--- src/rtl/a_if_arb.sv ---
// Round-robin arbiter/sequencer for the shared A_if counter: one granted op per
// two cycles (INC/ADD/LOAD/CLEAR), optional +1 free-run when no op lands.
module a_if_arb #(
   parameter int NREQ    = 4,
   parameter int CW      = 32,
   parameter int RST_VAL = 10,
   localparam int PW     = (NREQ > 1) ? $clog2(NREQ) : 1
) (
   input  logic                 clk,
   input  logic                 rst,
   input  logic [NREQ-1:0]      req,
   input  logic [2*NREQ-1:0]    op,
   input  logic [CW*NREQ-1:0]   wdata,
   input  logic                 run,
   output logic [NREQ-1:0]      gnt,
   output logic [PW-1:0]        owner,
   output logic                 done,
   output logic [CW-1:0]        cnt,
   output logic [7:0]           w
);

   typedef enum logic {IDLE, GRANT} state_t;

   localparam logic [1:0] OP_INC = 2'b00, OP_ADD = 2'b01, OP_LOAD = 2'b10;

   state_t          state, state_nx;
   logic [PW-1:0]   ptr;
   logic [PW-1:0]   win;
   logic [PW-1:0]   idx;
   logic            found;
   logic            apply;
   logic [1:0]      cur_op;
   logic [CW-1:0]   cur_wd;
   logic [CW-1:0]   cnt_nx;

   // Search starts just after the last grantee so it drops to lowest priority.
   always_comb begin
      win   = '0;
      idx   = '0;
      found = 1'b0;
      for (int i = 1; i <= NREQ; i++) begin
         idx = PW'((int'(ptr) + i) % NREQ);
         if (!found && req[idx]) begin
            found = 1'b1;
            win   = idx;
         end
      end
   end

   always_comb begin
      state_nx = state;
      case (state)
         IDLE:    if (found) state_nx = GRANT;
         GRANT:   state_nx = IDLE;
         default: state_nx = IDLE;
      endcase
   end

   assign cur_op = op[2*int'(owner) +: 2];
   assign cur_wd = wdata[CW*int'(owner) +: CW];
   // A grantee that dropped req during its grant cycle aborts the op.
   assign apply  = (state == GRANT) && req[owner];

   always_comb begin
      cnt_nx = cnt;
      if (apply) begin
         case (cur_op)
            OP_INC:  cnt_nx = cnt + CW'(1);
            OP_ADD:  cnt_nx = cnt + cur_wd;
            OP_LOAD: cnt_nx = cur_wd;
            default: cnt_nx = '0;
         endcase
      end else if (run) begin
         cnt_nx = cnt + CW'(1);
      end
   end

   always_ff @(posedge clk) begin
      if (rst) begin
         state <= IDLE;
         gnt   <= '0;
         owner <= '0;
         done  <= 1'b0;
         ptr   <= PW'(NREQ - 1);
         cnt   <= CW'(RST_VAL);
      end else begin
         state <= state_nx;
         done  <= apply;
         cnt   <= cnt_nx;
         gnt   <= '0;
         if (state == IDLE && found) begin
            gnt   <= {{(NREQ-1){1'b0}}, 1'b1} << win;
            owner <= win;
         end
         if (state == GRANT) ptr <= owner;
      end
   end

   assign w = cnt[7:0];

endmodule

--- config.mk ---
export PLATFORM = sky130hd
export DESIGN_NAME = a_if_arb
export DESIGN_NICKNAME = d
export VERILOG_FILES = /design/src/rtl/a_if_arb.sv
export SDC_FILE = /design/constraint.sdc
export NUM_CORES = 1
export LEC_CHECK = 0
export CAP_MARGIN = 10
export CELL_PAD_IN_SITES_DETAIL_PLACEMENT = 0
export CELL_PAD_IN_SITES_GLOBAL_PLACEMENT = 1
export CORE_MARGIN = 2
export CORE_UTILIZATION = 34
export CTS_CLUSTER_SIZE = 24
export DETAILED_ROUTE_END_ITERATION = 6
export HOLD_SLACK_MARGIN = 0.05
export PLACE_DENSITY_LB_ADDON = 0.05
export SYNTH_ARGS = -nofsm -noshare
export SYNTH_HDL_FRONTEND = slang
export SYNTH_SLANG_ARGS = --single-unit
--- constraint.sdc ---
create_clock -name clk -period 4.46 [get_ports clk]
set_clock_uncertainty 0.05 [all_clocks]
set_input_delay 0.892 -clock clk [delete_from_list [all_inputs] [get_ports clk]]
set_output_delay 0.892 -clock clk [all_outputs]
set_load 0.01 [all_outputs]
==> impl_metrics.env <==
export IMPL_status="complete, no violations"
export IMPL_ant_nets=0
export IMPL_postSynth_topFlopCell="dfxtp_1"
export IMPL_antenna_found_initial=0
export IMPL_critical_path_top_delay_family="compound AO/OA/AOI/OAI gates"
export IMPL_gpl_congestion=0.9286
export IMPL_share_of_final_layout_standard_cells_stronger_than_drive_strength_1_pct=10.79
export IMPL_min_path_type="flop to flop"
export IMPL_synth_edff_count=0
export IMPL_detail_route_iter0_violations=359
export IMPL_period_needed_ns=4.064
export IMPL_start_util_pct=34.94
export IMPL_latest_clock_arrival_within_the_worst_skew_pair_ns=0.31
export IMPL_wirelength_mm=21.55
export IMPL_vdd_ir_drop_worst_uv=152.0
export IMPL_drc=0
export IMPL_diodes=0
export IMPL_synth_cell_type_count=80
export IMPL_cts_path_max_buffers=2
export IMPL_post_cts_resized=0
export IMPL_wire_per_inst_microns=20.16
export IMPL_multiInputGateArea_sq_mm=0.004377
export IMPL_final_setup_tns_ns=0
export IMPL_final_hold_viol_count=0
export IMPL_synthesis_instances=684
export IMPL_critical_path_required_ns=4.63
export IMPL_report_final_setup_viol=0
export IMPL_cp_start_kind="input pin"
export IMPL_post_dp_hpwl_mm=16.47
export IMPL_vias=6187
export IMPL_h_tree_depth_reported_by_cts=2
export IMPL_tot_gr_track_use_pct=24.55
export IMPL_io_pins=190
export IMPL_core_utilization_of_the_finished_layout_pct=48.99
export IMPL_floorplan_core_area_sq_mm=0.01594
export IMPL_grt_max_degree=40
export IMPL_design_final_nets=1028
export IMPL_final_common_cell="clkdlybuf4s50_1"
export IMPL_worstPathBufferInverterCount=2
export IMPL_num_fill_cells=1565
export IMPL_postSynthRegisterBits=42
export IMPL_port_buffers=189
export IMPL_numCtsBuffers=5
export IMPL_final_min_period_over_clock_period_pct=91.12
export IMPL_ys_warnings_count=0
export IMPL_synth_async_sr_flop_share_pct=0
export IMPL_mostFrequentLayoutCells="clkdlybuf4s50_1 (189), a21oi_1 (66), nor2_1 (61), nand2_1 (50), o21ai_0 (48)"
export IMPL_grt_overflow_total=0
export IMPL_synth_cell_area_sq_mm=0.005570
export IMPL_post_detailed_route_via_to_cell_ratio=5.788
export IMPL_layout_area_seq_sq_um=843.3
export IMPL_grt_pass1_vias=6322
export IMPL_areaGrowthSynthToFinish_pct=40.21
export IMPL_rows=46
export IMPL_die_y_microns=132.0
export IMPL_die_x_extent_microns=132.0
export IMPL_cellLeakagePower_nw=2.904
export IMPL_sequential_fraction_of_the_synthesis_area_pct=15.09
export IMPL_cts_tree="done"
export IMPL_slew_viol_final=0
export IMPL_worst_path_max_delay_cell="mux4_2"
export IMPL_syn_nets=860
export IMPL_timing_critical_path_cells="clkdlybuf4s50_1, mux4_2, ha_1, inv_1, fa_1, nor2b_1, o2111ai_1, a21oi_2, nor4_2, o21ai_1, a311oi_1, xor2_1, a221oi_1"
export IMPL_cts_root_buffer="clkbuf_16"
export IMPL_clock_transition_at_the_registers_of_the_reported_paths_ns=0.07
export IMPL_cts_repair_timing_setup_buffer_count=0
export IMPL_drt_pass1_iter_count=5
export IMPL_worst_slew_pin_transition_ns=0.9483
export IMPL_syn_mean_instance_area_sq_um=8.144
export IMPL_post_cts_hold_buffer_count=0
export IMPL_critPathArrivalTime_ns=4.23
export IMPL_max_cap_viol_count=0
export IMPL_critPathKind="input pin to flop"
export IMPL_grt_pass1_wl_mm=34.30
export IMPL_setup_repair_after_global_routing_missed_its_margin="no"
export IMPL_power_density_mw_per_mm2=278.8
export IMPL_cp_end_kind="flop"
export IMPL_timing_fmax_mhz=246.1
export IMPL_critPathMaxFanout=5
export IMPL_max_stage_delay_ns=0.50
export IMPL_total_die_area_sq_mm=0.01742
export IMPL_maxSlewHeadroom_pct=35.53
export IMPL_clock_sinks=42
[area by class of cell]
| type | instances | share of cell area, % |
|---|---|---|
| clock inverter | 3 | 0.8811 |
| multi-input combinational | 576 | 56.04 |
| timing repair buffer | 210 | 26.40 |
| sequential | 42 | 10.80 |
| inverter | 17 | 0.8170 |
| tap | 216 | 3.460 |
| clock buffer | 5 | 1.602 |
[cells by family (layout without fill, tap and decap cells)]
family	count (synthesis)	in the layout	share of synthesized area, %
adder cells (fa/ha/maj)	33	33	7.547
AO/OA/AOI/OAI	231	231	27.54
multiplexers	44	44	15.45
flip-flops	42	42	15.09
AND/OR/NAND/NOR	218	218	20.17
XOR/XNOR	50	50	7.862
buffers and inverters	66	235	6.334
[registers in the layout, summed over array words and instances (netlist names)]
name,count
state,1
cnt,32
ptr,2
gnt,4
done,1
owner,2
[per-layer routing]
metal  track usage [%]  routed length [microns]  vias to the layer above
met4             5.676                      299                        0
met3             4.421                     1602                       24
met5                 0                        0                        -
li1                  -                        -                     2943
met1             32.40                     9440                     2932
met2             41.70                    10210                      288
[worst reg2reg max path, delay by kind of cell, from the launching register on]
kind	cells	cell delay [ns]
fa+ha+maj	2	0.59
buf+inv	1	0.06
mux	1	0.35
compound gates	6	1.64
flops	1	0.71
simple gates	2	0.29
[report_power, final]
| part | internal (mW) | total (mW) | switching [mW] |
|---|---|---|---|
| Combinational | 0.572 | 1.18 | 0.603 |
| Sequential | 0.412 | 0.487 | 0.0741 |
| Clock | 0.323 | 0.515 | 0.192 |
| Total | 1.31 | 2.18 | 0.870 |
[worst paths after layout]
path	startpoint	to	slack [ns]	cells past startpoint
worst max register to register	owner[1]	cnt[22]	0.69	12
worst min-delay path	cnt[14]	cnt[14]	0.52	2
worst max-delay path	wdata[96]	cnt[20]	0.40	13
worst min register to register	cnt[14]	cnt[14]	0.52	2
[Yosys cell counts (5+ instances only)]
library cell / count / area, sq um
a21oi_1: 66 / 330.3
nor2_1: 61 / 229.0
nand2_1: 50 / 187.7
o21ai_0: 48 / 240.2
dfxtp_1: 42 / 840.8
mux4_2: 33 / 743.2
ha_1: 32 / 400.4
xnor2_1: 30 / 262.8
nand3_1: 23 / 115.1
xor2_1: 20 / 175.2
clkbuf_1: 18 / 67.56
inv_1: 17 / 63.81
a21o_1: 15 / 112.6
nand4_1: 15 / 93.84
nor3_1: 15 / 75.07
a221oi_1: 12 / 105.1
buf_2: 12 / 60.06
buf_4: 10 / 75.07
nor2b_1: 10 / 62.56
and3_1: 8 / 50.05
a211oi_1: 7 / 52.55
a31oi_1: 7 / 43.79
mux2i_1: 7 / 70.07
o211ai_1: 7 / 52.55
o21a_1: 7 / 52.55
a211o_1: 6 / 52.55
a22oi_1: 6 / 45.04
nand2b_1: 5 / 31.28
o22ai_1: 5 / 31.28
or3_1: 5 / 31.28
[per-stage QoR]
| step | area, sq um | hold WS, ns | setup WS (ns) | std cells | total power, mW |
|---|---|---|---|---|---|
| detailed placement | 7616 | 0.5143 | 0.09064 | 1061 | 1.658 |
| finish | 7810 | 0.5242 | 0.3958 | 1069 | 2.178 |
| CTS | 7810 | 0.5250 | 0.4010 | 1069 | 2.183 |
| global placement | 7616 | 0.5049 | 0.1391 | 1061 | 1.651 |
| floorplan | 5570 | 0.4945 | 0.5300 | 684 | 1.231 |
| global route | 7810 | 0.5467 | 0.1597 | 1069 | 2.317 |
Power figures use the tool's default switching activity.
